$ cat src/rtl/atm_pin_entry.sv
// ATM keypad front end. It collects a 2-bit PIN and then a 2-bit amount from
// keypad strobes, counts wrong PIN attempts up to a lockout, and aborts the
// session when no key arrives for too long. Removing the card always returns
// the block to IDLE and clears everything that was committed.
module atm_pin_entry #(
  parameter int unsigned MAX_TRIES   = 3,
  parameter int unsigned TIMEOUT_CYC = 16
) (
  input  logic       clk,
  input  logic       rst,
  input  logic       IC,
  input  logic [1:0] pin,
  input  logic       key_valid,
  input  logic [3:0] key_code,
  output logic [1:0] entered_pin,
  output logic [1:0] ammount_entered,
  output logic       pin_valid,
  output logic       amt_valid,
  output logic       wrong_pin,
  output logic       locked,
  output logic       timeout
);

  localparam int unsigned CNT_W = $clog2(TIMEOUT_CYC) + 1;
  localparam int unsigned TRY_W = $clog2(MAX_TRIES + 1);

  localparam logic [CNT_W-1:0] CNT_LAST = CNT_W'(TIMEOUT_CYC - 1);
  localparam logic [TRY_W-1:0] TRY_MAX  = TRY_W'(MAX_TRIES);

  localparam logic [2:0] S_IDLE     = 3'd0;
  localparam logic [2:0] S_PIN_WAIT = 3'd1;
  localparam logic [2:0] S_AMT_WAIT = 3'd2;
  localparam logic [2:0] S_DONE     = 3'd3;
  localparam logic [2:0] S_LOCKED   = 3'd4;
  localparam logic [2:0] S_EJECT    = 3'd5;

  logic [2:0]       state;
  logic [1:0]       pin_buf;
  logic             buf_full;
  logic [TRY_W-1:0] tries;
  logic [CNT_W-1:0] idle_cnt;

  logic             in_entry;
  logic             is_digit;
  logic             is_clear;
  logic             is_enter;
  logic             idle_expire;
  logic [TRY_W-1:0] tries_inc;

  // Key decode, idle expiry detection and the saturating try increment.
  always_comb begin
    in_entry    = (state == S_PIN_WAIT) || (state == S_AMT_WAIT);
    is_digit    = key_valid && (key_code[3:2] == 2'b00);
    is_clear    = key_valid && (key_code == 4'hA);
    is_enter    = key_valid && (key_code == 4'hB) && buf_full;
    idle_expire = in_entry && !key_valid && (idle_cnt == CNT_LAST);
    tries_inc   = (tries >= TRY_MAX) ? TRY_MAX : tries + TRY_W'(1);
  end

  // Session state machine with all outputs registered; card removal has
  // priority over any key or timeout seen in the same cycle.
  always_ff @(posedge clk or negedge rst) begin
    if (!rst) begin
      state           <= S_IDLE;
      pin_buf         <= '0;
      buf_full        <= 1'b0;
      tries           <= '0;
      idle_cnt        <= '0;
      entered_pin     <= '0;
      ammount_entered <= '0;
      pin_valid       <= 1'b0;
      amt_valid       <= 1'b0;
      wrong_pin       <= 1'b0;
      locked          <= 1'b0;
      timeout         <= 1'b0;
    end else begin
      wrong_pin <= 1'b0;
      timeout   <= 1'b0;
      if ((state != S_IDLE) && !IC) begin
        state           <= S_IDLE;
        buf_full        <= 1'b0;
        tries           <= '0;
        idle_cnt        <= '0;
        entered_pin     <= '0;
        ammount_entered <= '0;
        pin_valid       <= 1'b0;
        amt_valid       <= 1'b0;
        locked          <= 1'b0;
      end else begin
        case (state)
          S_IDLE: begin
            idle_cnt <= '0;
            if (IC) state <= S_PIN_WAIT;
          end
          S_PIN_WAIT, S_AMT_WAIT: begin
            // Any strobe, even an unrecognised code, counts as activity.
            if (key_valid) idle_cnt <= '0;
            else           idle_cnt <= idle_cnt + CNT_W'(1);
            if (is_digit) begin
              pin_buf  <= key_code[1:0];
              buf_full <= 1'b1;
            end else if (is_clear) begin
              buf_full <= 1'b0;
            end else if (is_enter) begin
              buf_full <= 1'b0;
              if (state == S_AMT_WAIT) begin
                ammount_entered <= pin_buf;
                amt_valid       <= 1'b1;
                state           <= S_DONE;
              end else if (pin_buf == pin) begin
                entered_pin <= pin_buf;
                pin_valid   <= 1'b1;
                tries       <= '0;
                state       <= S_AMT_WAIT;
              end else begin
                wrong_pin <= 1'b1;
                tries     <= tries_inc;
                if (tries_inc == TRY_MAX) begin
                  locked <= 1'b1;
                  state  <= S_LOCKED;
                end
              end
            end else if (idle_expire) begin
              timeout   <= 1'b1;
              buf_full  <= 1'b0;
              pin_valid <= 1'b0;
              amt_valid <= 1'b0;
              idle_cnt  <= '0;
              state     <= S_EJECT;
            end
          end
          S_DONE, S_LOCKED, S_EJECT: begin
            idle_cnt <= '0;
          end
          default: begin
            idle_cnt <= '0;
            state    <= S_IDLE;
          end
        endcase
      end
    end
  end

endmodule
$ cat config.mk
export PLATFORM = sky130hd
export DESIGN_NAME = atm_pin_entry
export DESIGN_NICKNAME = d
export VERILOG_FILES = /design/src/rtl/atm_pin_entry.sv
export SDC_FILE = /design/constraint.sdc
export NUM_CORES = 1
export LEC_CHECK = 0
export CELL_PAD_IN_SITES_DETAIL_PLACEMENT = 1
export CELL_PAD_IN_SITES_GLOBAL_PLACEMENT = 1
export CORE_MARGIN = 2
export CORE_UTILIZATION = 39
export DETAILED_ROUTE_END_ITERATION = 6
export PLACE_DENSITY_LB_ADDON = 0.1
export SKIP_LAST_GASP = 1
export SYNTH_ARGS = -nofsm -noshare
export SYNTH_HDL_FRONTEND = slang
export SYNTH_SLANG_ARGS = --single-unit
export TNS_END_PERCENT = 20
$ cat constraint.sdc
create_clock -name clk -period 2.8 [get_ports clk]
set_input_delay 0.56 -clock clk [delete_from_list [all_inputs] [get_ports clk]]
set_output_delay 0.56 -clock clk [all_outputs]
set_load 0.05 [all_outputs]
# Yosys cells after proc, flatten, opt, wreduce, memory -nomap -nowiden
# Index checks and enable logic that the tools add are counted.
totals:
  regBits: 22
  in_bits: 10
  out_inout_bits: 9
classes:
  addsub: 2
  magnitude_cmp: 1
  eq_ne: 23
  mux: 78
  n_bitwise: 1
  reduce_logical: 31
op_table:
  columns: ["cell", "count"]
  rows:
  - ["$mux W2", 21]
  - ["$mux W1", 40]
  - ["$mux W5", 7]
  - ["$mux W3", 9]
  - ["$reduce_and A6 Y1", 3]
  - ["$reduce_and A5 Y1", 3]
  - ["$ne A3 B3 Y1 const B", 4]
  - ["$reduce_bool A2 Y1", 5]
  - ["$pmux W3 S3", 1]
  - ["$eq A4 B4 Y1 const B", 2]
  - ["$logic_and A1 B1 Y1", 7]
  - ["$reduce_and A7 Y1", 1]
  - ["$eq A3 B2 Y1 const B", 2]
  - ["$eq A3 B3 Y1 const B", 2]
  - ["$ne A2 B2 Y1 const B", 3]
  - ["$ne A3 B1 Y1 const B", 2]
  - ["$ne A6 B6 Y1 const B", 1]
  - ["$reduce_bool A3 Y1", 2]
  - ["$add A5 B1 Y5 const B", 1]
  - ["$eq A5 B4 Y1 const B", 1]
  - ["$reduce_bool A5 Y1", 1]
  - ["$ne A2 B1 Y1 const B", 2]
  - ["$ne A4 B4 Y1 const B", 1]
  - ["$eq A3 B1 Y1 const B", 1]
  - ["13 further kinds", 14]

# Depth between registers and ports, before layout
# Gate-level depths: netlist of the first run.
depth:
  ltp_word: 11
  mapped_depth: 8

# Worst setup path before layout of the first run
# Ideal clock, no wire load.
synth_timing:
  path_kind: "register to register"
  from: "reg idle_cnt[0]"
  to: "reg state[0]"
  arrival_time_ns: 1.862
  required_ns: 2.669
  slack_ns: 0.808
  path_stages_with_launch: 9
  period_less_slack_ns: 1.992
  cell_sequence: "dfrtp_1 > ha_1 > and3_1 > ha_1 > nand2b_1 > o21ai_1 > a2111oi_1 > a211oi_1 > mux2i_1"
synth_via:
  elab_chain_cells: 4
synth_lines:
  columns: ["element", "line", "text"]
  rows:
  - ["start, declared", "41", "logic [CNT_W-1:0] idle_cnt;"]
  - ["start signal, assigned", "98", "else idle_cnt <= idle_cnt + CNT_W'(1);"]
  - ["$eq A5 B4 Y1", "56", "idle_expire = in_entry && !key_valid && (idle_cnt == CNT_LAST);"]
  - ["$logic_and A1 B1 Y1", "56", null]
  - ["$ne A4 B4 Y1 (no source line)", null, null]
  - ["$reduce_and A6 Y1 (no source line)", null, null]
  - ["end signal, assigned", "64", "state <= S_IDLE;"]
  - ["end signal, assigned", "80", "state <= S_IDLE;"]
  - ["end signal, assigned", "93", "if (IC) state <= S_PIN_WAIT;"]
  - ["end, declared", "37", "logic [2:0] state;"]
# Every way passes these cells.
# A chain may end at the register's enable or synchronous reset.

# Worst setup path after layout of the first run
# Same ends and word-level chain as after synthesis.

==> summary.txt, run 1 <==
Yosys
  • Synth async-reset ratio: 100%
  • Synth Register Bits: 22
  • Number of enable flip-flop cells after synthesis: 0
  • Syn_area_per_cell: roughly 9.5 um2
  • Yosys warns: 0
  • Synthesized area: 1160 um2
  • Post-synth cell types: 39
  • Synthesized Nets: approximately 130
  • Most used flip-flop cell after synthesis: dfrtp_1
  • Sequential element share of the synthesized area: 47.3%
  • Post-synthesis cell count: about 120

Detailed routing
  • Post-route ant nets: 0
  • DRT iter0 DRCs: 25
  • Final WL: 2950 um
  • Vias per inst: between 5 and 6
  • Via Count: around 1.0k
  • WL/cell: around 17 um
  • Drt pass-1 iters: 6
  • DRC viols: 1

Hold path
  • Min-Delay Path Class: reg2reg
  • Min-delay src: idle_cnt[0]

Floorplanning
  • Core Area: roughly 2800 um2
  • Initial Utilization: between 40% and 50%
  • DIE AREA: around 3400 um2
  • Num ports: 19
  • Die H: just under 60 um
  • Die width: 58.7 um
  • FP Rows: 19

Clock tree
  • Clock Latency Late Sink: about 0.31 ns
  • CTS tree: yes
  • Hold-fix buffers, CTS: 0
  • Htree depth: 1
  • Postcts setup bufs: 0
  • Total CTS buffers: 3
  • Clock-pin slew on the worst setup and hold paths: 0.12 ns
  • CTS root buf: clkbuf_4
  • Longest Clk Path Bufs: 2
  • CTS sink cnt: 22
  • Cells resized by post-CTS repair: 0

Final layout
  • Synth-to-layout area growth: 23.0%
  • Final core occ: about half
  • Fin nets: roughly 160
  • Fin area: between 1000 and 1500 um2
  • Ant. Diodes: 0
  • Share of cells above drive strength 1: 9.03%

Run status
  • Failing checks: DRC
  • Outcome: complete, but fails checks

STA
  • RSZ-0062 raised after global routing: false
  • Tmin final: around 2.4 ns
  • Final Cycle Share: 85.1%
  • Max Clk Rate: 419 MHz
  • Max-slew headroom: around three fifths
  • Hold slack: ~0.47 ns
  • Endpoints failing hold: 0
  • Slew Viols, Final: 0
  • Worst Skew: ~0.0065 ns
  • Least-Margin Pin Slew: 0.572 ns
  • Final count of negative-setup-slack endpoints: 0
  • Sum Neg Setup Slack: 0 ns

Critical path
  • Crit path DAT: between 2 and 3 ns
  • Reg-to-reg critical path startpoint: idle_cnt[0]
  • Crit-path max FO: 5
  • Crit Path Class: reg2reg
  • Setup crit end kind: flop
  • Reg2Reg Setup Slack: around 0.42 ns
  • CP required: 2.99 ns
  • Startpoint types: flop
  • Crit path from: idle_cnt[0]

Power and ir drop
  • Max VDD drop: roughly 0.31 mV
  • Total Power: 0.000874 W
  • PwrDens: about 610 nW/um2
  • Pleak: 0.610 nW

Global routing
  • GRT Util Overall: between 10% and 20%
  • Vias in the first global route: around 1.0k
  • Gr ovfl total: 0
  • Initial antenna violation count: 0
  • Global-route wire length before repair: 5090 um
  • Largest net degree at the start of global routing: 23

Place
  • Placed Area: about 1400 um2
  • PortBufs: 18
  • DP Wirelength: about 2200 um
  • RePlAce Congestion: roughly 0.81

Run
  • Max_cap viols: 0
==> power by group <==
| group | switching (W) | internal, W |
|---|---|---|
| Clock | 0.0000980 | 0.0000794 |
| Sequential | 0.0000414 | 0.000351 |
| Combinational | 0.000182 | 0.000122 |
==> logic make-up after synthesis <==
| kind of cell | after synthesis | synth area share (%) |
|---|---|---|
| simple gates | 50 | 22.4 |
| compound gates | 28 | 15.8 |
| flops | 22 | 47.3 |
| buf+inv | 10 | 3.44 |
| xor+xnor | 5 | 3.76 |
| mux | 5 | 5.16 |
| fa+ha+maj | 2 | 2.15 |
==> flip-flops by register name, summed over array words and instances (netlist names), 2 cells and up <==
name	count
idle_cnt	5
state	3
ammount_entered	2
entered_pin	2
pin_buf	2
tries	2
==> Yosys cell counts, drive strengths merged, types with 2 or more instances <==
| master | count | share of area (%) |
|---|---|---|
| dfrtp | 22 | 47 |
| nor2 | 19 | 6.1 |
| nand2 | 8 | 2.8 |
| o21ai | 7 | 3.0 |
| a21oi | 6 | 2.6 |
| inv | 6 | 1.9 |
| nor3 | 5 | 2.1 |
| nand2b | 4 | 2.1 |
| xor2 | 4 | 3.0 |
| a31oi | 3 | 1.6 |
| clkbuf | 3 | 1.1 |
| mux2i | 3 | 2.6 |
| o32ai | 3 | 2.3 |
| or3 | 3 | 2.0 |
| and3 | 2 | 1.1 |
| and4b | 2 | 1.7 |
| ha | 2 | 2.1 |
| mux2 | 2 | 2.6 |
| nor2b | 2 | 1.1 |
| nor4 | 2 | 1.6 |
==> per-layer routing <==
| metal | track usage [%] | part of all wire [%] | vias up |
|---|---|---|---|
| met4 | 6.82 | 1.2 | 0 |
| met3 | 2.20 | 2.1 | 6 |
| met2 | 31.1 | 50 | 16 |
| met5 | 0 | 0 | - |
| met1 | 27.4 | 47 | 503 |
| li1 | - | - | 481 |
==> worst paths after layout <==
path	cells past startpoint	endpoint
min in group asynchronous	2	tries[0]
worst max-delay path	8	state[0]
max in group asynchronous	2	idle_cnt[4]
worst min-delay path	1	idle_cnt[0]
worst max register to register	8	state[0]
worst min register to register	1	idle_cnt[0]
==> cell type report <==
cell class / instances / area, um2
sequential: 22 / 551
fill: 326 / 1370
inverter: 6 / 22.5
clock buffer: 4 / 36.3
tap: 31 / 38.8
timing repair buffer: 22 / 210
multi-input combinational: 90 / 574
==> worst max-delay path: stages, from the launching register on <==
cell and delay, ns:
dfrtp_1 0.42, ha_1 0.23, and3_1 0.19, ha_1 0.19, nand2b_1 0.17, o21ai_1 0.15, a2111oi_1 0.61, a211oi_1 0.14
mux2i_1 0.16
==> placed cells by master (no fill, tap or decap), types with 4 or more instances in the layout <==
cell type,count
nor3_1,5
nand2b_1,4
clkdlybuf4s50_1,18
nor2_1,19
xor2_1,4
o21ai_0,6
inv_1,6
nand2_1,7
buf_4,4
a21oi_1,6
dfrtp_1,22
==> through the flow <==
| stage | worst slack (ns) | cells |
|---|---|---|
| after floorplan | 0.808 | 122 |
| after global placement | 0.533 | 171 |
| after detailed placement | 0.320 | 171 |
| after CTS | 0.411 | 175 |
| after global routing | 0.226 | 175 |
| final | 0.416 | 175 |
Power figures use the tool's default switching activity.
==> inputs of run 2 (changes only) <==
--- a/config.mk
+++ b/config.mk
@@ -8,7 +8,8 @@
 export CELL_PAD_IN_SITES_DETAIL_PLACEMENT = 1
 export CELL_PAD_IN_SITES_GLOBAL_PLACEMENT = 1
 export CORE_MARGIN = 2
-export CORE_UTILIZATION = 39
+export CORE_UTILIZATION = 42
+export CTS_BUF_LIST = sky130_fd_sc_hd__clkbuf_2 sky130_fd_sc_hd__clkbuf_4 sky130_fd_sc_hd__clkbuf_8
 export DETAILED_ROUTE_END_ITERATION = 6
 export PLACE_DENSITY_LB_ADDON = 0.1
 export SKIP_LAST_GASP = 1
==> summary.txt, run 2 (synthesis gave the netlist of run 1 again) <==
Power and ir drop
  • P_sw: 0.000324 W (was 0.000322 W)
  • Switch share: 34.4% (was 36.8%)
  • Pleak: 0.612 nW (was 0.610 nW)
  • Max VDD drop: 0.436 mV (was 0.307 mV)
  • Reg power frac: 41.8% (was 44.9%)
  • Clock Power Share: 26.6% (was 20.3%)
  • PwrDens: 653 nW/um2 (was 610 nW/um2)
  • Internal cell power: 0.000617 W (was 0.000552 W)
  • Combinational Power Share: 31.6% (was 34.8%)

Clock tree
  • CTS sink cnt: 22 (unchanged)
  • Cells resized by post-CTS repair: 0 (unchanged)
  • Hold-fix buffers, CTS: 0 (unchanged)
  • CTS root buf: clkbuf_4 (unchanged)
  • Longest Clk Path Bufs: 2 (unchanged)
  • Postcts setup bufs: 0 (unchanged)
  • Clock-pin slew on the worst setup and hold paths: 0.13 ns (was 0.12 ns)
  • Clock Latency Late Sink: 0.32 ns (was 0.31 ns)
  • Total CTS buffers: 3 (unchanged)
  • CTS tree: yes (unchanged)
  • Htree depth: 1 (unchanged)

Global routing
  • Vias in the first global route: 1037 (was 1047)
  • Global-route wire length before repair: 4930 um (was 5090 um)
  • Gr ovfl total: 0 (unchanged)
  • Largest net degree at the start of global routing: 23 (unchanged)
  • GRT Util Overall: 20.3% (was 19.5%)
  • Initial antenna violation count: 0 (unchanged)

Final layout
  • Most frequent cells in the layout: dfrtp_1, nor2_1, clkdlybuf4s50_1, nand2_1 (unchanged)
  • Ant. Diodes: 0 (unchanged)
  • Fillers: 301 (was 326)
  • Share of cells above drive strength 1: 8.39% (was 9.03%)
  • Fin area: 1440 um2 (was 1430 um2)
  • Top flop regs: idle_cnt (5), state (3) (unchanged)
  • Commonest non-fill, non-tap cell in the layout: dfrtp_1 (unchanged)
  • Biggest register: idle_cnt (unchanged)
  • Fin nets: 156 (was 157)
  • Max reg flops: 5 (unchanged)
  • Synth-to-layout area growth: 23.7% (was 23.0%)

Floorplanning
  • Num ports: 19 (unchanged)
  • Die width: 56.7 um (was 58.7 um)
  • FP Rows: 19 (unchanged)
  • Initial Utilization: 43.4% (was 41.5%)
  • DIE AREA: 3210 um2 (was 3440 um2)
  • Die H: 56.7 um (was 58.7 um)
  • Core Area: 2690 um2 (was 2810 um2)

Detailed routing
  • Drt pass-1 iters: 4 (was 6)
  • Final WL: 2860 um (was 2950 um)
  • DRC viols: 0 (was 1)
  • WL/cell: 16.4 um (was 16.8 um)
  • Vias per inst: 5.84 (was 5.75)
  • DRT iter0 DRCs: 20 (was 25)
  • Via Count: 1017 (was 1006)
  • Post-route ant nets: 0 (unchanged)

Hold path
  • Min-delay src: idle_cnt[0] (unchanged)
  • Min-Delay Path Class: reg2reg (unchanged)

STA
  • Max-slew headroom: 66.6% (was 61.8%)
  • Sum Neg Setup Slack: 0 ns (unchanged)
  • RSZ-0062 raised after global routing: false (unchanged)
  • Endpoints failing hold: 0 (unchanged)
  • Tmin final: 2.30 ns (was 2.38 ns)
  • Least-Margin Pin Slew: 0.500 ns (was 0.572 ns)
  • Final count of negative-setup-slack endpoints: 0 (unchanged)
  • Worst Skew: 0.00633 ns (was 0.00654 ns)
  • Final Cycle Share: 82.2% (was 85.1%)
  • Max Clk Rate: 435 MHz (was 419 MHz)
  • Slew Viols, Final: 0 (unchanged)
  • Setup ws final: 0.499 ns (was 0.416 ns)

Critical path
  • Crit path max-delay cell type: a2111oi_1 (unchanged)
  • Crit Path Class: reg2reg (unchanged)
  • Crit path buf inv count: 0 (unchanged)
  • CP peak stage delay: 0.53 ns (was 0.61 ns)
  • Crit path max-delay family: compound AO/OA/AOI/OAI gates (unchanged)
  • Crit path from: idle_cnt[0] (unchanged)
  • Most used cell, CP: ha_1 (unchanged)
  • Crit-path max FO: 5 (unchanged)
  • CP Cell Sequence: ha_1 > and3_1 > ha_1 > nand2b_1 > o21ai_1 > a2111oi_1 > a211oi_1 > mux2i_1 (unchanged)
  • Reg-to-reg critical path startpoint: idle_cnt[0] (unchanged)
  • Crit path DAT: 2.51 ns (was 2.57 ns)
  • Setup crit end kind: flop (unchanged)
  • CP required: 3.01 ns (was 2.99 ns)
  • Startpoint types: flop (unchanged)

Place
  • RePlAce Congestion: 0.882 (was 0.812)
  • PortBufs: 18 (unchanged)
  • Placed Area: 1390 um2 (was 1400 um2)
  • DP Wirelength: 2120 um (was 2240 um)
  • Place WS: 0.372 ns (was 0.320 ns)

Run status
  • Outcome: completed (was complete, but fails checks)

Run
  • Max_cap viols: 0 (unchanged)
==> run 2: cell types whose count changed in the layout (fill, tap and decap cells not counted), sizes merged <==
cell / change
clkbuf: -1
buf: -1
bufinv: +1
==> run 2: power by group through the flow <==
stage                     clock [W]  combinational (W)  sequential [W]
after global placement            0           0.000290        0.000399
after detailed placement          0           0.000295        0.000400
after floorplan                   0           0.000172        0.000412
after global routing       0.000267           0.000333        0.000400
final                      0.000250           0.000297        0.000394
after CTS                  0.000259           0.000298        0.000394
==> run 2: layout make-up <==
type | count | area [um2] | area share, %
tap | 31 | 38.8 | 2.69
inverter | 6 | 22.5 | 1.56
sequential | 22 | 551 | 38.2
timing repair buffer | 21 | 203 | 14.1
multi-input combinational | 90 | 574 | 39.8
clock buffer | 3 | 22.5 | 1.56
clock inverter | 1 | 30.0 | 2.08
==> run 2: worst paths after layout <==
kind	depth (start not counted)	endpoint	slack, ns
max	8	state[0]	0.50
min	1	idle_cnt[0]	0.49
max reg2reg	8	state[0]	0.50
min reg2reg	1	idle_cnt[0]	0.49
max in group asynchronous	2	idle_cnt[3]	2.00
min in group asynchronous	2	state[0]	0.57
==> run 2: per-layer routing <==
layer / wire [um] / track usage (%) / vias up
met4: 71 / 10.2 / 0
met2: 1400 / 31.1 / 25
li1: - / - / 488
met5: 0 / 0 / -
met3: 88 / 3.00 / 6
met1: 1300 / 27.9 / 498
==> run 2: per-stage QoR <==
stage	hold slack, ns	total power (W)	std cells	util [%]
after global routing	0.527	0.00100	174	53.7
after global placement	0.446	0.000689	170	51.7
final	0.490	0.000941	174	53.7
after CTS	0.501	0.000950	174	53.7
after detailed placement	0.484	0.000695	170	51.7
after floorplan	0.264	0.000583	122	-
==> run 2: worst register-to-register path, stage by stage (launching register included) <==
cell and delay, ns:
dfrtp_1 0.43, ha_1 0.24, and3_1 0.20, ha_1 0.19, nand2b_1 0.18, o21ai_1 0.17, a2111oi_1 0.53, a211oi_1 0.13
mux2i_1 0.15
==> inputs of run 3 (changes only) <==
--- a/config.mk
+++ b/config.mk
@@ -8,7 +8,7 @@
 export CELL_PAD_IN_SITES_DETAIL_PLACEMENT = 1
 export CELL_PAD_IN_SITES_GLOBAL_PLACEMENT = 1
 export CORE_MARGIN = 2
-export CORE_UTILIZATION = 42
+export CORE_UTILIZATION = 38
 export CTS_BUF_LIST = sky130_fd_sc_hd__clkbuf_2 sky130_fd_sc_hd__clkbuf_4 sky130_fd_sc_hd__clkbuf_8
 export DETAILED_ROUTE_END_ITERATION = 6
 export PLACE_DENSITY_LB_ADDON = 0.1
==> constraint.sdc (replaced) <==
create_clock -name clk -period 2.1 [get_ports clk]
set_input_delay 0.42 -clock clk [delete_from_list [all_inputs] [get_ports clk]]
set_output_delay 0.42 -clock clk [all_outputs]
set_load 0.05 [all_outputs]
==> summary.txt, run 3 (synthesis gave the netlist of run 1 again) <==
Detailed routing
  • Via Count: 1016 (was 1017)
  • DRT iter0 DRCs: 17 (was 20)
  • Final WL: 3090 um (was 2860 um)
  • Drt pass-1 iters: 4 (unchanged)
  • WL/cell: 16.9 um (was 16.4 um)
  • Vias per inst: 5.55 (was 5.84)
  • Post-route ant nets: 0 (unchanged)
  • DRC viols: 0 (unchanged)

Power and ir drop
  • Total Power: 0.00122 W (was 0.000941 W)
  • Pleak: 0.648 nW (was 0.612 nW)
  • PwrDens: 809 nW/um2 (was 653 nW/um2)
  • Max VDD drop: 0.368 mV (was 0.436 mV)

Critical path
  • Crit path buf inv count: 0 (unchanged)
  • Crit path max-delay family: compound AO/OA/AOI/OAI gates (unchanged)
  • CP Capture Point: state[0] (unchanged)
  • CP Cell Sequence: ha_1 > and3_1 > ha_1 > nand2b_1 > o21ai_1 > a2111oi_4 > a211oi_1 > mux2i_1 (was ha_1 > and3_1 > ha_1 > nand2b_1 > o21ai_1 > a2111oi_1 > a211oi_1 > mux2i_1)
  • Number of cells on the critical path: 8 (unchanged)
  • Startpoint types: flop (unchanged)
  • Reg2Reg Setup Slack: 0.05 ns (was 0.50 ns)
  • CP peak stage delay: 0.42 ns (was 0.53 ns)
  • Setup crit end kind: flop (unchanged)
  • R2R Path End: state[0] (unchanged)
  • Reg-to-reg critical path startpoint: idle_cnt[0] (unchanged)
  • CP required: 2.30 ns (was 3.01 ns)
  • Crit Path Class: reg2reg (unchanged)
  • Crit path DAT: 2.26 ns (was 2.51 ns)
  • R2R depth: 8 (unchanged)
  • Crit-path max FO: 3 (was 5)
  • Crit path from: idle_cnt[0] (unchanged)
  • Most used cell, CP: ha_1 (unchanged)
  • Crit path max-delay cell type: dfrtp_1 (was a2111oi_1)

Run
  • Max_cap viols: 0 (unchanged)

Global routing
  • Global-route wire length before repair: 5410 um (was 4930 um)
  • Gr ovfl total: 0 (unchanged)
  • Initial antenna violation count: 0 (unchanged)
  • Vias in the first global route: 1091 (was 1037)
  • Largest net degree at the start of global routing: 23 (unchanged)
  • GRT Util Overall: 20.6% (was 20.3%)

Clock tree
  • CTS tree: yes (unchanged)
  • Htree depth: 1 (unchanged)
  • Clock Latency Late Sink: 0.31 ns (was 0.32 ns)
  • Clock-pin slew on the worst setup and hold paths: 0.13 ns (about the same)
  • CTS root buf: clkbuf_4 (unchanged)
  • Longest Clk Path Bufs: 2 (unchanged)
  • CTS sink cnt: 22 (unchanged)
  • Total CTS buffers: 3 (unchanged)

STA
  • Max Clk Rate: 487 MHz (was 435 MHz)
  • Max-slew headroom: 66.6% (about the same)
  • Worst Skew: 0.00211 ns (was 0.00633 ns)
  • Final Cycle Share: 97.7% (was 82.2%)
  • Hold slack: 0.437 ns (was 0.490 ns)
  • Setup ws final: 0.0486 ns (was 0.499 ns)
  • Endpoints failing hold: 0 (unchanged)
  • RSZ-0062 raised after global routing: true (was false)
  • Slew Viols, Final: 0 (unchanged)
  • Least-Margin Pin Slew: 0.498 ns (was 0.500 ns)
  • Tmin final: 2.05 ns (was 2.30 ns)
  • Final count of negative-setup-slack endpoints: 0 (unchanged)

Place
  • DP Wirelength: 2310 um (was 2120 um)
  • PortBufs: 18 (unchanged)
  • RePlAce Congestion: 0.789 (was 0.882)
  • Place WS: -0.0454 ns (was 0.372 ns)

Final layout
  • Commonest non-fill, non-tap cell in the layout: dfrtp_1 (unchanged)
  • Top flop regs: idle_cnt (5), state (3) (unchanged)
  • Fin nets: 163 (was 156)
  • Fillers: 351 (was 301)
  • Reg area: 551 um2 (unchanged)
  • Ant. Diodes: 0 (unchanged)
  • Max reg flops: 5 (unchanged)
  • Biggest register: idle_cnt (unchanged)
  • Final core occ: 50.5% (was 53.7%)
  • Footprint of the multi-input gates: 599 um2 (was 574 um2)
  • Synth-to-layout area growth: 29.2% (was 23.7%)
  • Share of cells above drive strength 1: 14.0% (was 8.39%)
  • Most frequent cells in the layout: dfrtp_1, nor2_1, clkdlybuf4s50_1, buf_4, nand2_1 (was dfrtp_1, nor2_1, clkdlybuf4s50_1, nand2_1)

Floorplanning
  • DIE AREA: 3520 um2 (was 3210 um2)
  • Initial Utilization: 39.1% (was 43.4%)
  • Num ports: 19 (unchanged)
  • FP Rows: 20 (was 19)
  • Core Area: 2980 um2 (was 2690 um2)
  • Die H: 59.4 um (was 56.7 um)
  • Die width: 59.4 um (was 56.7 um)

Hold path
  • Min-Delay Path Class: in2async (was reg2reg)

Run status
  • Outcome: completed (unchanged)
run 3: changes by cell type in the layout (fill, tap and decap cells not counted):
cell and change:
buf_4 +7, a2111oi_1 -1, a2111oi_4 +1, bufinv_16 -1, clkbuf_8 +1, o41ai_1 -1, o41ai_2 +1
run 3: per-layer routing:
metal | GRT usage [%] | part of all wire (%) | wire (um) | up-vias
met4 | 7.79 | 1.4 | 44 | 0
met1 | 26.5 | 46 | 1410 | 503
met5 | 0 | 0 | 0 | -
met2 | 34.7 | 51 | 1570 | 13
li1 | - | - | - | 495
met3 | 2.84 | 2.3 | 71 | 5
run 3: power by group:
group	internal, W	switching (W)
clock network	0.000106	0.000135
registers	0.000468	0.0000594
logic	0.000200	0.000248
total	0.000774	0.000443
run 3: worst min path at each step:
| stage | cells after the start | slack, ns | to | from |
|---|---|---|---|---|
| final | 2 | 0.44 | entered_pin[1] | rst |
| after global routing | 2 | 0.45 | entered_pin[1] | rst |
| after CTS | 2 | 0.44 | entered_pin[1] | rst |
| after detailed placement | 1 | 0.46 | idle_cnt[0] | idle_cnt[0] |
| after global placement | 1 | 0.44 | idle_cnt[0] | idle_cnt[0] |
| after floorplan | 0 | 0.12 | ammount_entered[0] | rst |
run 3: timing repair:
| item | in CTS | in global routing |
|---|---|---|
| resized for setup | 1 | 2 |
| hold buffers | 0 | 0 |
| pin swaps | 0 | 1 |
| endpoints found under the setup margin | 2 | 4 |
| buffers inserted | 0 | 0 |
run 3: worst register-to-register path: cells and delay by family (launching register included):
family,cells,cell delay (ns)
AO/OA/AOI/OAI,3,0.69
adder cells (fa/ha/maj),2,0.42
flip-flops,1,0.42
multiplexers,1,0.14
AND/OR/NAND/NOR,2,0.29
run 3: metrics by stage:
step	setup TNS [ns]	instance area, um2	std cells
2_1_floorplan	0	1160	122
3_3_place_gp	-0.00869	1440	179
3_5_place_dp	-0.0454	1440	179
4_1_cts	0	1490	183
5_1_grt	-0.331	1510	183
6_report	0	1510	183
run 3: final cells by class:
class | instances | area share (%)
timing repair buffer | 28 | 17.0
tap | 33 | 2.74
clock buffer | 4 | 2.41
sequential | 22 | 36.6
inverter | 6 | 1.50
multi-input combinational | 90 | 39.8
